## src/rtl/axi4_frame_reader_if.sv

```systemverilog
// rtl/axi4_frame_reader_if.sv - AXI4 read address and read data channels
interface axi4_frame_reader_if #(
  parameter int ADDR_WIDTH = 32,
  parameter int DATA_WIDTH = 64
);
  logic [ADDR_WIDTH-1:0] ARADDR;
  logic                  ARVALID;
  logic                  ARREADY;
  logic [7:0]            ARLEN;
  logic [2:0]            ARSIZE;
  logic [1:0]            ARBURST;
  logic [3:0]            ARCACHE;
  logic [2:0]            ARPROT;
  logic [DATA_WIDTH-1:0] RDATA;
  logic                  RVALID;
  logic                  RREADY;
  logic                  RLAST;
  logic [1:0]            RRESP;

  modport master (
    output ARADDR, ARVALID, ARLEN, ARSIZE, ARBURST, ARCACHE, ARPROT, RREADY,
    input  ARREADY, RDATA, RVALID, RLAST, RRESP
  );

  modport slave (
    input  ARADDR, ARVALID, ARLEN, ARSIZE, ARBURST, ARCACHE, ARPROT, RREADY,
    output ARREADY, RDATA, RVALID, RLAST, RRESP
  );
endinterface

```

## src/rtl/axi4_frame_reader.sv

```systemverilog
// rtl/axi4_frame_reader.sv - AXI4 read master fetching one frame per frame_start edge
// into the display FIFO, one fixed-length INCR burst outstanding at a time.
module axi4_frame_reader #(
  parameter int AXI_ADDR_WIDTH   = 32,
  parameter int AXI_DATA_WIDTH   = 64,
  parameter int BURST_BEATS      = 64,
  parameter int BURSTS_PER_FRAME = 300,
  parameter int BYTES_PER_BURST  = 512
) (
  input  logic                      clk_100Mhz,
  input  logic                      rst,
  input  logic                      frame_start,
  input  logic [AXI_ADDR_WIDTH-1:0] FRAME_BASE_ADDR,
  axi4_frame_reader_if.master       axi,
  output logic [AXI_DATA_WIDTH-1:0] fifo_din,
  output logic                      fifo_wr_en,
  input  logic                      fifo_prog_full,
  output logic                      busy,
  output logic                      reader_done,
  output logic                      rresp_err,
  output logic                      frame_overrun,
  output logic [1:0]                state
);
  typedef enum logic [1:0] {
    IDLE      = 2'd0,
    ADDR_SEND = 2'd1,
    DATA_RECV = 2'd2,
    NEXT      = 2'd3
  } state_t;

  localparam int                        ALIGN_BITS   = $clog2(BYTES_PER_BURST);
  localparam logic [AXI_ADDR_WIDTH-1:0] ALIGN_MASK   = ~AXI_ADDR_WIDTH'(BYTES_PER_BURST - 1);
  localparam logic [5:0]                LAST_BEAT    = 6'(BURST_BEATS - 1);
  localparam logic [8:0]                FRAME_BURSTS = 9'(BURSTS_PER_FRAME);

  state_t                    cur, nxt;
  logic                      frame_start_d1, start_pulse;
  logic [AXI_ADDR_WIDTH-1:0] base, base_nxt, araddr, araddr_nxt;
  logic                      arvalid, arvalid_nxt, rready;
  logic                      busy_nxt, done_nxt, err_nxt, ovr_nxt;
  logic [5:0]                beat_cnt, beat_nxt;
  logic [8:0]                burst_cnt, burst_nxt;
  logic                      r_hs;

  assign start_pulse = frame_start & ~frame_start_d1;
  assign rready      = (cur == DATA_RECV);
  assign r_hs        = axi.RVALID & rready;

  assign axi.ARADDR  = araddr;
  assign axi.ARVALID = arvalid;
  assign axi.ARLEN   = 8'(BURST_BEATS - 1);
  assign axi.ARSIZE  = 3'b011;
  assign axi.ARBURST = 2'b01;
  assign axi.ARCACHE = 4'b0011;
  assign axi.ARPROT  = 3'b000;
  assign axi.RREADY  = rready;

  assign fifo_din   = axi.RDATA;
  assign fifo_wr_en = r_hs;
  assign state      = cur;

  always_ff @(posedge clk_100Mhz or posedge rst) begin
    if (rst) begin
      cur            <= IDLE;
      frame_start_d1 <= 1'b0;
      base           <= '0;
      araddr         <= '0;
      arvalid        <= 1'b0;
      busy           <= 1'b0;
      reader_done    <= 1'b0;
      rresp_err      <= 1'b0;
      frame_overrun  <= 1'b0;
      beat_cnt       <= '0;
      burst_cnt      <= '0;
    end else begin
      cur            <= nxt;
      frame_start_d1 <= frame_start;
      base           <= base_nxt;
      araddr         <= araddr_nxt;
      arvalid        <= arvalid_nxt;
      busy           <= busy_nxt;
      reader_done    <= done_nxt;
      rresp_err      <= err_nxt;
      frame_overrun  <= ovr_nxt;
      beat_cnt       <= beat_nxt;
      burst_cnt      <= burst_nxt;
    end
  end

  always_comb begin
    nxt         = cur;
    base_nxt    = base;
    araddr_nxt  = araddr;
    arvalid_nxt = arvalid;
    busy_nxt    = busy;
    done_nxt    = 1'b0;
    err_nxt     = rresp_err;
    ovr_nxt     = frame_overrun;
    beat_nxt    = beat_cnt;
    burst_nxt   = burst_cnt;

    // A new edge mid-frame is dropped; the running frame keeps its latched base.
    if (start_pulse && busy) ovr_nxt = 1'b1;

    case (cur)
      IDLE: begin
        if (start_pulse) begin
          base_nxt  = FRAME_BASE_ADDR & ALIGN_MASK;
          burst_nxt = '0;
          busy_nxt  = 1'b1;
          nxt       = NEXT;
        end
      end
      NEXT: begin
        if (burst_cnt == FRAME_BURSTS) begin
          busy_nxt = 1'b0;
          done_nxt = 1'b1;
          nxt      = IDLE;
        end else if (!fifo_prog_full) begin
          araddr_nxt  = base + (AXI_ADDR_WIDTH'(burst_cnt) << ALIGN_BITS);
          arvalid_nxt = 1'b1;
          nxt         = ADDR_SEND;
        end
      end
      ADDR_SEND: begin
        if (arvalid && axi.ARREADY) begin
          arvalid_nxt = 1'b0;
          beat_nxt    = '0;
          nxt         = DATA_RECV;
        end
      end
      DATA_RECV: begin
        if (r_hs) begin
          beat_nxt = beat_cnt + 6'd1;
          if (axi.RRESP != 2'b00) err_nxt = 1'b1;
          // An early or late RLAST is flagged but still closes the burst.
          if (axi.RLAST) begin
            if (beat_cnt != LAST_BEAT) err_nxt = 1'b1;
            burst_nxt = burst_cnt + 9'd1;
            nxt       = NEXT;
          end
        end
      end
      default: nxt = IDLE;
    endcase
  end
endmodule

```

## src/flat_wrapper.sv

```systemverilog
// flat-port wrapper written by rule: the top's interface ports become plain ports
module axi4_frame_reader_flat 
#(
  parameter int AXI_ADDR_WIDTH   = 32,
  parameter int AXI_DATA_WIDTH   = 64,
  parameter int BURST_BEATS      = 64,
  parameter int BURSTS_PER_FRAME = 300,
  parameter int BYTES_PER_BURST  = 512
)
  (clk_100Mhz, rst, frame_start, FRAME_BASE_ADDR, fifo_din, fifo_wr_en, fifo_prog_full, busy, reader_done, rresp_err, frame_overrun, state, axi_ARADDR, axi_ARVALID, axi_ARLEN, axi_ARSIZE, axi_ARBURST, axi_ARCACHE, axi_ARPROT, axi_RREADY, axi_ARREADY, axi_RDATA, axi_RVALID, axi_RLAST, axi_RRESP);
  axi4_frame_reader_if #(.ADDR_WIDTH(32), .DATA_WIDTH(64)) axi_i ();
  input  logic clk_100Mhz;
  input  logic rst;
  input  logic frame_start;
  input  logic [AXI_ADDR_WIDTH-1:0] FRAME_BASE_ADDR;
  output logic [AXI_DATA_WIDTH-1:0] fifo_din;
  output logic fifo_wr_en;
  input  logic fifo_prog_full;
  output logic busy;
  output logic reader_done;
  output logic rresp_err;
  output logic frame_overrun;
  output logic [1:0] state;
  output wire logic [$bits(axi_i.ARADDR)-1:0] axi_ARADDR;
  output wire logic [$bits(axi_i.ARVALID)-1:0] axi_ARVALID;
  output wire logic [$bits(axi_i.ARLEN)-1:0] axi_ARLEN;
  output wire logic [$bits(axi_i.ARSIZE)-1:0] axi_ARSIZE;
  output wire logic [$bits(axi_i.ARBURST)-1:0] axi_ARBURST;
  output wire logic [$bits(axi_i.ARCACHE)-1:0] axi_ARCACHE;
  output wire logic [$bits(axi_i.ARPROT)-1:0] axi_ARPROT;
  output wire logic [$bits(axi_i.RREADY)-1:0] axi_RREADY;
  input wire logic [$bits(axi_i.ARREADY)-1:0] axi_ARREADY;
  input wire logic [$bits(axi_i.RDATA)-1:0] axi_RDATA;
  input wire logic [$bits(axi_i.RVALID)-1:0] axi_RVALID;
  input wire logic [$bits(axi_i.RLAST)-1:0] axi_RLAST;
  input wire logic [$bits(axi_i.RRESP)-1:0] axi_RRESP;
  assign axi_ARADDR = axi_i.ARADDR;
  assign axi_ARVALID = axi_i.ARVALID;
  assign axi_ARLEN = axi_i.ARLEN;
  assign axi_ARSIZE = axi_i.ARSIZE;
  assign axi_ARBURST = axi_i.ARBURST;
  assign axi_ARCACHE = axi_i.ARCACHE;
  assign axi_ARPROT = axi_i.ARPROT;
  assign axi_RREADY = axi_i.RREADY;
  assign axi_i.ARREADY = axi_ARREADY;
  assign axi_i.RDATA = axi_RDATA;
  assign axi_i.RVALID = axi_RVALID;
  assign axi_i.RLAST = axi_RLAST;
  assign axi_i.RRESP = axi_RRESP;
  axi4_frame_reader #(.AXI_ADDR_WIDTH(AXI_ADDR_WIDTH), .AXI_DATA_WIDTH(AXI_DATA_WIDTH), .BURST_BEATS(BURST_BEATS), .BURSTS_PER_FRAME(BURSTS_PER_FRAME), .BYTES_PER_BURST(BYTES_PER_BURST)) u_core (.clk_100Mhz(clk_100Mhz), .rst(rst), .frame_start(frame_start), .FRAME_BASE_ADDR(FRAME_BASE_ADDR), .axi(axi_i), .fifo_din(fifo_din), .fifo_wr_en(fifo_wr_en), .fifo_prog_full(fifo_prog_full), .busy(busy), .reader_done(reader_done), .rresp_err(rresp_err), .frame_overrun(frame_overrun), .state(state));
endmodule
```

## config.mk

```make
export PLATFORM = sky130hd
export DESIGN_NAME = axi4_frame_reader_flat
export DESIGN_NICKNAME = d
export VERILOG_FILES = /design/src/rtl/axi4_frame_reader_if.sv /design/src/rtl/axi4_frame_reader.sv /design/src/flat_wrapper.sv
export SDC_FILE = /design/constraint.sdc
export NUM_CORES = 1
export LEC_CHECK = 0
export BUFFER_PORTS_ARGS = -buffer_cell sky130_fd_sc_hd__buf_2
export CAP_MARGIN = 25
export CORE_ASPECT_RATIO = 1.5
export CORE_UTILIZATION = 46
export DETAILED_ROUTE_END_ITERATION = 8
export PLACE_DENSITY = 0.85
export SLEW_MARGIN = 0
export SYNTH_ARGS = -nofsm -noshare
export SYNTH_HDL_FRONTEND = slang
export SYNTH_SLANG_ARGS = --single-unit
```

## constraint.sdc

```tcl
create_clock -name clk_100Mhz -period 2.9 [get_ports clk_100Mhz]
set_input_delay 0.145 -clock clk_100Mhz [delete_from_list [all_inputs] [get_ports clk_100Mhz]]
set_output_delay 0.145 -clock clk_100Mhz [all_outputs]
set_load 0.02 [all_outputs]
```

### Word level (Yosys, flattened, before mapping)

Cells that the tools add are included.
Widths: inputs -> output; s select.

* register bits after elaboration: 78
* input port bits: 105
* output and inout bits: 125
* word-level logic and storage cells: 74

* add/sub/neg operators: 3
* eq/ne operators: 13
* multiplexer cells: 26
* bitwise logic cells: 5
* reduce and logical (&&, ||, !) cells: 16

Operator list (number)
* $add 32x18->32: 1
* $mux 9: 3
* $pmux 9 s2: 1
* $mux 2: 6
* $mux 6: 2
* $pmux 6 s2: 1
* $mux 1: 10
* $reduce_bool 2->1: 5
* $add 9x1->9 const B: 1
* $eq 9x9->1 const B: 1
* $reduce_and 3->1: 3
* $ne 2x2->1 const B: 4
* $pmux 2 s4: 1
* $reduce_and 4->1: 2
* $add 6x1->6 const B: 1
* $ne 2x1->1 const B: 3
* $ne 6x6->1 const B: 1
* $reduce_and 5->1: 1
* $eq 2x2->1 const B: 2
* $pmux 1 s2: 2
* $reduce_and 2->1: 2
* $ne 3x2->1 const B: 1
* $not 1->1: 3
* $and 1x1->1: 2
* other kinds (3): 4

### Logic depth before layout (Yosys ltp)

Gate-level depths: netlist of run 1.

* depth after elaboration: 4
* mapped depth: 9
* gate-level depth less buffers: 8

### Worst setup path before layout of run 1

No wires, ideal clock.

* path type: register -> register
* start: register u_core.cur[0], in the netlist u_core.state[0]
* end: register u_core.burst_cnt[8]
* setup time: 0.078 ns
* data arrival time: 2.109 ns
* required time: 2.822 ns
* path slack: 0.713 ns
* cell stages (with the launch flop): 9
* buffers on the path: 1
* period minus slack after synthesis: 2.187 ns
* path through: dfrtp_1 inv_1 ha_1 buf_2 a21boi_1 a211oi_2 nand2_1 or3_1 a21oi_1

* cells in the longest elaborated chain, start to end: 4
* elaborated cells between the ends (all ways): 9
* those cells by class: eq/ne: 4; mux: 1; bitwise: 1; reduce/logical: 3

Ends and longest elaborated chain
* start: declaration: RTL line axi4_frame_reader.sv:36 `state_t cur, nxt;`
* start signal: assignment: RTL line axi4_frame_reader.sv:76 `cur <= nxt;`
* $eq 2x2->1 (*): RTL line axi4_frame_reader.sv:46 `assign rready = (cur == DATA_RECV);`
* via axi_RREADY: RTL line flat_wrapper.sv:31 `output wire logic [$bits(axi_i.RREADY)-1:0] axi_RREADY;`
* $and 1x1->1: RTL line axi4_frame_reader.sv:47 `assign r_hs = axi.RVALID & rready;`
* $ne 2x2->1 (no source line)
* $reduce_and 4->1 (no source line)
* end signal: assignment: RTL line axi4_frame_reader.sv:86 `burst_cnt <= burst_nxt;`
* end: declaration: RTL line axi4_frame_reader.sv:42 `logic [8:0] burst_cnt, burst_nxt;`

Mark *: on every way through the listed nets, which the timed path passes. The rest lies on a longest branch.
A chain may end at the register's enable or synchronous reset.

### Worst setup path after layout of run 1

* start: register u_core.burst_cnt[0]
* end: register u_core.araddr[29], in the netlist u_core.axi.ARADDR[29]

* cells in the longest elaborated chain, start to end: 3
* elaborated cells between the ends (all ways): 4
* those cells by class: add/sub: 1; eq/ne: 1; bitwise: 1; reduce/logical: 1

Ends and longest elaborated chain
* parallel branches: the longest is 3 deep, another holds $add 32x18->32
* end signal: assignment: RTL line axi4_frame_reader.sv:79 `araddr <= araddr_nxt;`
* end: declaration: RTL line axi4_frame_reader.sv:38 `logic [AXI_ADDR_WIDTH-1:0] base, base_nxt, araddr, araddr_nxt;`

Parallel ways; which one is timed is not known.

==> results.tsv, run 1 <==
metric	value	unit
grt_overflow_total	0	
rsz0062_at_grt	no	
drt_wl_total	9.99	mm
clockBufferDepth	2	
cts.hold.buffers_added	2	
synth.distinct_cells	48	
vias	2928	
hp-class	in -> reg	
initial_core_util	47.9	%
wl_per_cell	18.1	um
slew_violations	0	
grt_pass1_wl	15.3	mm
layout-drive-gt1-share	25.9	%
core_area	8880	sq um
p_leak	2.18	nW
drtIter0Drc	152	
root_buffer	clkbuf_16	
dp_hpwl	7.99	mm
synth_edf_count	0	
worst_slack	0.263	ns
synth_area_leaders	dfrtp_1 41%, buf_4 17%, mux2_2 6.6%	
fin_hold_ws	0.0460	ns
port_buffers	63	
synth_top_area_share	40.6	%
vdd_drop_max	406	uV
die_y	120	um
p_switching	1.47	mW
fin_skew	0.00616	ns
combPwrFrac	32.4	%
synth_cells	431	
pwr-share-clk	30.1	%
fin_cells	551	
slew_headroom	48.3	%
grt_pass1_vias	2935	
netlist_area	4250	sq um
dp_worst_setup_slack	0.347	ns
ys.flop_type	dfrtp_1	
maxCapViolCount	0	
clk_latency	0.33	ns
hold_violations	0	
avgSynthCellArea	9.86	sq um
die_x	80.5	um
track_usage	21.8	%
cts_buffers	9	
synth-async-reset-ratio	100	%
fmax	379	MHz
cp-start-kind	flip-flop	
vias_per_cell	5.31	
ios	230	
insertedDiodeCount	0	
synth-seq-area-share	40.6	%
worstMarginPinSlew	0.774	ns
grt_max_degree	45	
finalCriticalPeriod	2.64	ns
power_density	946	nW/um^2
cp_max_fo	7	
total_power	4.20	mW
cts_tree	yes	
worstPathRequired	3.10	ns
core.rowCount	42	
ant_nets	0	
synth_top_area_cell	dfrtp_1	
dp.cells	533	
drt_pre_antenna_iters	4	
outcome	finished clean	
cp-end-kind	flip-flop	
switching_share	35.1	%
post_cts_buffers	0	
drc	0	
htree_num_levels	3	
setup_viol	0	
reg2reg_slack	0.26	ns
intPower	2.73	mW
crit_type	reg -> reg	
final_cell_mix	69 x dfrtp_1, 63 x buf_2, 45 x nand2_1	
period_share	90.9	%
synth_seq_cells	69	
antenna_found_initial	0	
worstPathArrival	2.84	ns
layout.nets	558	
clkSinkCount	69	
yosys_warnings	0	
final_common_cell	dfrtp_1	
die-area	9640	sq um
gp_congestion	0.855	
p_seq_share	37.4	%
tns	0	ns
cts_resized	0	
path_clk_slew	0.06	ns
syn2layout_area_growth	4.47	%
==> metrics by stage <==
step / cell area (sq um) / util (%)
global placement: 4070 / 45.8
detailed placement: 4070 / 45.8
CTS: 4440 / 50.0
finish: 4440 / 50.0
floorplan: 4350 / -
global route: 4440 / 50.0
==> cell type report <==
cell class	instances	area (sq um)
Tap cell	110	138
Inverter	9	33.8
Multi-Input combinational cell	279	1840
Clock buffer	10	239
Timing Repair Buffer	68	358
Fill cell	811	4440
Clock inverter	6	110
Sequential cell	69	1730
==> flip-flops by register name, summed over array words and instances, names as in the netlist <==
name	flops
u_core.axi.ARADDR	23
u_core.frame_start_d1	1
u_core.beat_cnt	6
u_core.busy	1
u_core.rresp_err	1
u_core.base	23
u_core.state	2
u_core.frame_overrun	1
u_core.reader_done	1
u_core.axi.ARVALID	1
u_core.burst_cnt	9
==> power groups by stage <==
stage	combinational [mW]	sequential, mW	clock (mW)
after floorplan	1.02	1.70	0
after CTS	1.38	1.57	1.29
after detailed placement	1.37	1.58	0
after global routing	1.52	1.61	1.33
after global placement	1.31	1.56	0
final	1.36	1.57	1.27
==> worst max-delay path, cell delays in order, from the launching register on <==
cell	delay (ns)
dfrtp_1	0.41
ha_1	0.26
fa_1	0.44
a21o_1	0.20
o21ai_0	0.31
a31oi_1	0.32
o211ai_1	0.31
xor2_1	0.17
o21ai_0	0.10
==> cells in the mapped netlist (2+ instances only) <==
cell type and n:
buf_1 2, o21ai_1 2, ha_1 16, mux2_2 25
a21boi_1 2, a21o_1 4, or3_1 3, nor3_1 2
xnor2_1 12, o21a_1 2, mux2i_1 2, and3_1 6
o31ai_1 4, inv_1 9, conb_1 2, and4_1 2
and2_1 2, buf_4 94, a21oi_1 15, nand3_1 5
o211ai_1 3, nand2_1 45, a31oi_1 2, nor2_1 21
nand4_1 2, nand2b_1 2, buf_6 3, dfrtp_1 69
a22o_1 3, a211oi_1 2, o21ai_0 36, xor2_1 15
nor3b_1 2
==> worst paths after layout <==
| check | endpoint | depth (start not counted) | startpoint |
|---|---|---|---|
| max in group asynchronous | u_core.base[10] | 4 | rst |
| min in group asynchronous | u_core.reader_done | 3 | rst |
| setup / recovery | u_core.axi.ARADDR[29] | 8 | u_core.burst_cnt[0] |
| hold reg to reg | u_core.frame_overrun | 1 | u_core.frame_overrun |
| setup reg to reg | u_core.axi.ARADDR[29] | 8 | u_core.burst_cnt[0] |
| hold / removal | u_core.base[31] | 2 | FRAME_BASE_ADDR[31] |
==> kinds of logic after synthesis <==
| kind of cell | after synthesis | synth area share [%] |
|---|---|---|
| AND/OR/NAND/NOR | 98 | 11.3 |
| AO/OA/AOI/OAI | 81 | 11.5 |
| flip-flops | 69 | 40.6 |
| XOR/XNOR | 27 | 5.56 |
| buffers and inverters | 110 | 18.6 |
| multiplexers | 27 | 7.09 |
| other | 2 | 0.177 |
| adder cells (fa/ha/maj) | 17 | 5.18 |
==> layer usage <==
layer  track usage [%]  wire [um]  up-vias
met5                 0          0        -
met4              10.3        315        0
met3              13.2       1490       34
met2              37.2       5130      156
met1              20.0       3060     1384
li1                  -          -     1354
No activity file was read; power rests on OpenSTA's default activity.
==> inputs of run 2 (changes only) <==
--- a/config.mk
+++ b/config.mk
@@ -11,6 +11,7 @@
 export CORE_UTILIZATION = 46
 export DETAILED_ROUTE_END_ITERATION = 8
 export PLACE_DENSITY = 0.85
+export REMOVE_ABC_BUFFERS = 1
 export SLEW_MARGIN = 0
 export SYNTH_ARGS = -nofsm -noshare
 export SYNTH_HDL_FRONTEND = slang
==> run 2 against run 1 <==
Maximum frequency increased by 2.1%. Clock power decreased by 9%. Cell count unchanged. Count of clock-buffer cells in the layout increased by 2. Combinational power about the same.
==> results.tsv, run 2 (synthesis gave the netlist of run 1 again) <==
metric	value	unit	change
outcome	finished clean		
crit_top_cell	o21ai_0		
final_common_cell	dfrtp_1		
p_leak	2.16	nW	-0.82%
rsz0062_at_grt	no		
track_usage	32.2	%	+10 points
ant_nets	0		unchanged
setup_viol	0		unchanged
initial_core_util	47.9	%	unchanged
grt_overflow_total	0		unchanged
slew_violations	0		unchanged
fmax	387	MHz	+2.1%
cts_tree	yes		
power_density	927	nW/um^2	-2.1%
htree_num_levels	3		unchanged
slowest_delay	0.43	ns	about the same
cp-end-kind	flip-flop		
worstPathRequired	3.10	ns	about the same
slew_headroom	46.6	%	-1.7 points
insertedDiodeCount	0		unchanged
syn2layout_area_growth	3.53	%	
drt_wl_total	14.9	mm	+49%
clk_latency	0.34	ns	about the same
layout.nets	558		unchanged
cp_slowest_cell	fa_1		
dp_worst_setup_slack	0.350	ns	+0.00263 ns
drtIter0Drc	88		-42%
path_clk_slew	0.06	ns	about the same
finalCriticalPeriod	2.58	ns	-0.0538 ns
ios	230		unchanged
fillers	847		+4.4%
cp-start-kind	flip-flop		
layout-drive-gt1-share	25.2	%	-0.68 points
crit_type	reg -> reg		
maxCapViolCount	0		unchanged
die_x	80.5	um	unchanged
die_y	120	um	unchanged
tns	0	ns	unchanged
worstPathArrival	2.78	ns	-0.06 ns
cp_max_fo	7		unchanged
grt_pass1_wl	20.0	mm	+31%
drt_pre_antenna_iters	4		unchanged
worstMarginPinSlew	0.800	ns	+0.0261 ns
wl_per_cell	27.0	um	+49%
core_area	8880	sq um	unchanged
vias_per_cell	5.36		+0.89%
port_buffers	63		unchanged
hold_violations	0		unchanged
hp-class	in -> reg		
grt_max_degree	45		unchanged
path_cells	ha_1, fa_1, a21o_1, o21ai_0, a31oi_1, o21ai_0, xor2_1, o21ai_0		
drc	0		unchanged
fin_skew	0.00866	ns	+0.00251 ns
clkSinkCount	69		unchanged
core.rowCount	42		unchanged
grt_pass1_vias	2814		-4.1%
cts_buffers	9		unchanged
vias	2954		+0.89%
die-area	9640	sq um	unchanged
final_cell_mix	69 x dfrtp_1, 63 x buf_2, 45 x nand2_1		
antenna_found_initial	0		unchanged
vdd_drop_max	465	uV	+14%
reg2reg_slack	0.32	ns	+0.05 ns
period_share	89.1	%	-1.9 points
gp_congestion	0.990		+16%
root_buffer	clkbuf_16		
worst_slack	0.316	ns	+0.0538 ns
post_cts_buffers	0		unchanged
dp_hpwl	12.9	mm	+61%
clockBufferDepth	2		unchanged
## run 2: cell type report
| cell class | count | area [sq um] | area share [%] |
|---|---|---|---|
| Sequential cell | 69 | 1730 | 39.2 |
| Timing Repair Buffer | 68 | 358 | 8.13 |
| Tap cell | 110 | 138 | 3.13 |
| Multi-Input combinational cell | 279 | 1840 | 41.7 |
| Inverter | 9 | 33.8 | 0.768 |
| Clock inverter | 4 | 72.6 | 1.65 |
| Clock buffer | 12 | 236 | 5.37 |
## run 2: layer usage
metal	up-vias	track usage, %	part of all wire (%)
met5	-	0	0
met4	0	29.2	10
met3	45	26.2	18
met2	189	54.9	52
met1	1372	19.0	20
li1	1348	-	-
## run 2: metrics by stage
step / hold WS [ns] / power, mW / std cells / utilization, % / area [sq um]
5_1_grt: 0.0356 / 4.32 / 551 / 49.5 / 4400
6_report: 0.0375 / 4.08 / 551 / 49.5 / 4400
3_5_place_dp: 0.290 / 2.93 / 533 / 45.8 / 4070
3_3_place_gp: 0.290 / 2.87 / 533 / 45.8 / 4070
2_1_floorplan: 0.176 / 2.52 / 357 / - / 3600
4_1_cts: 0.0316 / 4.10 / 551 / 49.5 / 4400
## run 2: where the power goes
part / switching [mW] / leakage (nW) / internal, mW
registers: 0.268 / 0.878 / 1.30
logic: 0.782 / 1.14 / 0.570
clock network: 0.411 / 0.147 / 0.752
total: 1.46 / 2.16 / 2.62
## run 2: worst paths after layout
check,start,end,cells past startpoint
min reg2reg,u_core.rresp_err,u_core.rresp_err,1
max reg2reg,u_core.burst_cnt[0],u_core.axi.ARADDR[19],8
min,FRAME_BASE_ADDR[24],u_core.base[24],2
max in group asynchronous,rst,u_core.base[19],4
max,u_core.burst_cnt[0],u_core.axi.ARADDR[19],8
min in group asynchronous,rst,u_core.state[1],3
## run 2: what timing repair did
item	in CTS	in global routing
hold buffers	2	0
hold endpoints to repair	11	0
gates resized for setup	0	0
## run 2: critical path, delay by kind of cell (launching register included)
kind	cells	cell delay [ns]
xor gates and xnor gates	1	0.16
adders and majority gates	2	0.69
AOI/OAI and AO/OA	5	1.19
DFF	1	0.41
==> inputs of run 3 (changes only) <==
==> config.mk (replaced) <==
export PLATFORM = sky130hd
export DESIGN_NAME = axi4_frame_reader_flat
export DESIGN_NICKNAME = d
export VERILOG_FILES = /design/src/rtl/axi4_frame_reader_if.sv /design/src/rtl/axi4_frame_reader.sv /design/src/flat_wrapper.sv
export SDC_FILE = /design/constraint.sdc
export NUM_CORES = 1
export LEC_CHECK = 0
export CAP_MARGIN = 25
export CORE_AREA = 2 2 90 92
export DETAILED_ROUTE_END_ITERATION = 8
export DIE_AREA = 0 0 92 94
export DONT_BUFFER_PORTS = 1
export PLACE_DENSITY = 0.74
export REMOVE_ABC_BUFFERS = 1
export SYNTH_ARGS = -nofsm -noshare
export SYNTH_HDL_FRONTEND = slang
export SYNTH_SLANG_ARGS = --single-unit
==> constraint.sdc (replaced) <==
create_clock -name clk_100Mhz -period 3.15 [get_ports clk_100Mhz]
set_input_delay 0.1575 -clock clk_100Mhz [delete_from_list [all_inputs] [get_ports clk_100Mhz]]
set_output_delay 0.1575 -clock clk_100Mhz [all_outputs]
set_load 0.02 [all_outputs]
==> run 3 against run 2 <==
Worst setup slack better by 0.24 ns. Non-clock buffer count is 41 lower. Global-route usage is 0.18 points higher. Largest cell class unchanged. Critical path type unchanged. Clock power is 16% lower. Die area is 10% lower. Design area is 3.2% lower. Cell count is 8.9% lower. Flip-flop and latch count stayed put. Critical endpoint is now u_core.axi.ARADDR[31].
==> results.tsv, run 3 (synthesis gave the netlist of run 1 again) <==
metric	value	unit	change
outcome	finished clean		
finalCriticalPeriod	2.59	ns	+0.0114 ns
cts_tree	yes		
rsz0062_at_grt	no		
cts_resized	0		unchanged
gp_congestion	0.937		-5.3%
dp_hpwl	11.4	mm	-12%
p_switching	1.29	mW	-11%
intPower	2.25	mW	-14%
crit_top_cell	o21ai_0		
root_buffer	clkbuf_8		
vias_per_cell	5.56		+3.7%
drtIter0Drc	132		+50%
port_buffers	0		-100%
fin_hold_ws	0.0184	ns	-0.0191 ns
fin_cells	502		-8.9%
syn2layout_area_growth	0.236	%	
drt_pre_antenna_iters	5		+1
initial_core_util	55.9	%	+8.0 points
grt_pass1_wl	19.3	mm	-3.7%
setup_viol	0		unchanged
wl_per_cell	27.2	um	+0.67%
path_cells	ha_1, fa_1, a21o_1, o21ai_0, a31oi_1, o211ai_1, xor2_1, o21ai_0		
clk_latency	0.34	ns	about the same
die_x	92	um	+14%
worstPathArrival	2.81	ns	+0.03 ns
maxCapViolCount	0		unchanged
grt_overflow_total	0		unchanged
insertedDiodeCount	0		unchanged
htree_num_levels	3		unchanged
die-area	8650	sq um	-10%
crit_buf_inv	0		unchanged
crit_type	reg -> reg		
combPwrFrac	26.4	%	-6.8 points
slowest_delay	0.43	ns	about the same
period_share	82.4	%	-6.7 points
ant_nets	0		unchanged
p_leak	1.98	nW	-8.5%
layout-drive-gt1-share	12.5	%	-13 points
final_cell_mix	69 x dfrtp_1, 45 x nand2_1, 36 x o21ai_0		
worstMarginPinSlew	0.637	ns	-0.163 ns
cp_max_fo	7		unchanged
vias	2790		-5.6%
grt_pass1_vias	2799		-0.53%
core.rowCount	32		-24%
layout.nets	517		-7.3%
multiInputGateArea	1840	sq um	unchanged
path_clk_slew	0.07	ns	about the same
fmax	385	MHz	-0.44%
vdd_drop_max	511	uV	+10%
post_cts_buffers	0		unchanged
die_y	94	um	-21%
hp-class	in -> reg		
dp.cells	461		-14%
antenna_found_initial	0		unchanged
pwr-share-clk	27.4	%	-1.1 points
switching_share	36.5	%	+0.66 points
cp-end-kind	flip-flop		
tns	0	ns	unchanged
p_seq_share	46.3	%	+8.0 points
power_density	832	nW/um^2	-10%
slew_headroom	57.5	%	+11 points
track_usage	32.4	%	+0.18 points
finalInstanceArea	4260	sq um	-3.2%
cts_buffers	9		unchanged
clkSinkCount	69		unchanged
worstPathRequired	3.36	ns	+0.26 ns
clockBufferDepth	2		unchanged
hold_violations	0		unchanged
drc	0		unchanged
fillers	663		-22%
cp_slowest_cell	fa_1		
cp-start-kind	flip-flop		
crit_family	compound AO/OA/AOI/OAI gates		
fin_skew	0.0109	ns	+0.00219 ns
core_area	7610	sq um	-14%
register_area	1730	sq um	unchanged
dpl_cell_area	3740	sq um	-8.2%
slew_violations	0		unchanged
drt_wl_total	13.6	mm	-8.3%
grt_max_degree	52		+16%
final_common_cell	dfrtp_1		
ios	230		unchanged
## run 3: cell count changes in the layout (fill, tap and decap cells not counted)
cell | before | now
buf_2 | 63 | 0
buf_4 | 3 | 2
bufinv_16 | 2 | 4
clkbuf_1 | 3 | 0
clkbuf_16 | 9 | 0
clkbuf_8 | 0 | 10
clkinv_4 | 0 | 1
clkinvlp_4 | 1 | 0
dlygate4sd3_1 | 2 | 25
## run 3: final timing paths
kind / cells after the start / slack (ns) / to / from
min reg2reg: 1 / 0.52 / u_core.base[9] / u_core.base[9]
min: 2 / 0.02 / u_core.state[1] / fifo_prog_full
max in group asynchronous: 3 / 1.90 / u_core.axi.ARADDR[11] / rst
max: 8 / 0.56 / u_core.axi.ARADDR[31] / u_core.burst_cnt[0]
min in group asynchronous: 2 / 0.26 / u_core.reader_done / rst
max reg2reg: 8 / 0.56 / u_core.axi.ARADDR[31] / u_core.burst_cnt[0]
## run 3: per-stage QoR
stage | power [mW] | setup WS (ns) | utilization (%)
after CTS | 3.55 | 0.544 | 56.0
after global placement | 2.50 | 0.611 | 49.1
after detailed placement | 2.55 | 0.561 | 49.1
after global routing | 3.75 | 0.399 | 56.0
after floorplan | 2.32 | 0.977 | -
final | 3.55 | 0.555 | 56.0
## run 3: per-layer routing
| layer | global-route usage [%] | vias up | routed length, um |
|---|---|---|---|
| met1 | 23.9 | 1286 | 3440 |
| met5 | 0.641 | - | 0 |
| met3 | 31.8 | 38 | 2920 |
| li1 | - | 1269 | - |
| met2 | 53.6 | 197 | 6600 |
| met4 | 16.4 | 0 | 680 |
## run 3: cell type report
type                    instances  area share [%]
inverters                       9           0.793
multi-input cells             279            43.1
flip-flops and latches         69            40.5
clock inverters                 6            3.14
well taps                     102            3.00
clock buffers                  10            3.23
repair buffers                 27            6.23
## run 3: power groups by stage
stage / clock network (mW) / registers (mW) / logic [mW]
after floorplan: 0 / 1.56 / 0.753
after global placement: 0 / 1.63 / 0.863
after detailed placement: 0 / 1.65 / 0.899
after CTS: 0.982 / 1.64 / 0.934
after global routing: 1.01 / 1.68 / 1.06
final: 0.970 / 1.64 / 0.935
## run 3: timing repair
item                       4_1_cts  5_1_grt
hold buffers                    25        0
hold endpoints to repair        42        0
setup endpoints to repair        0        0
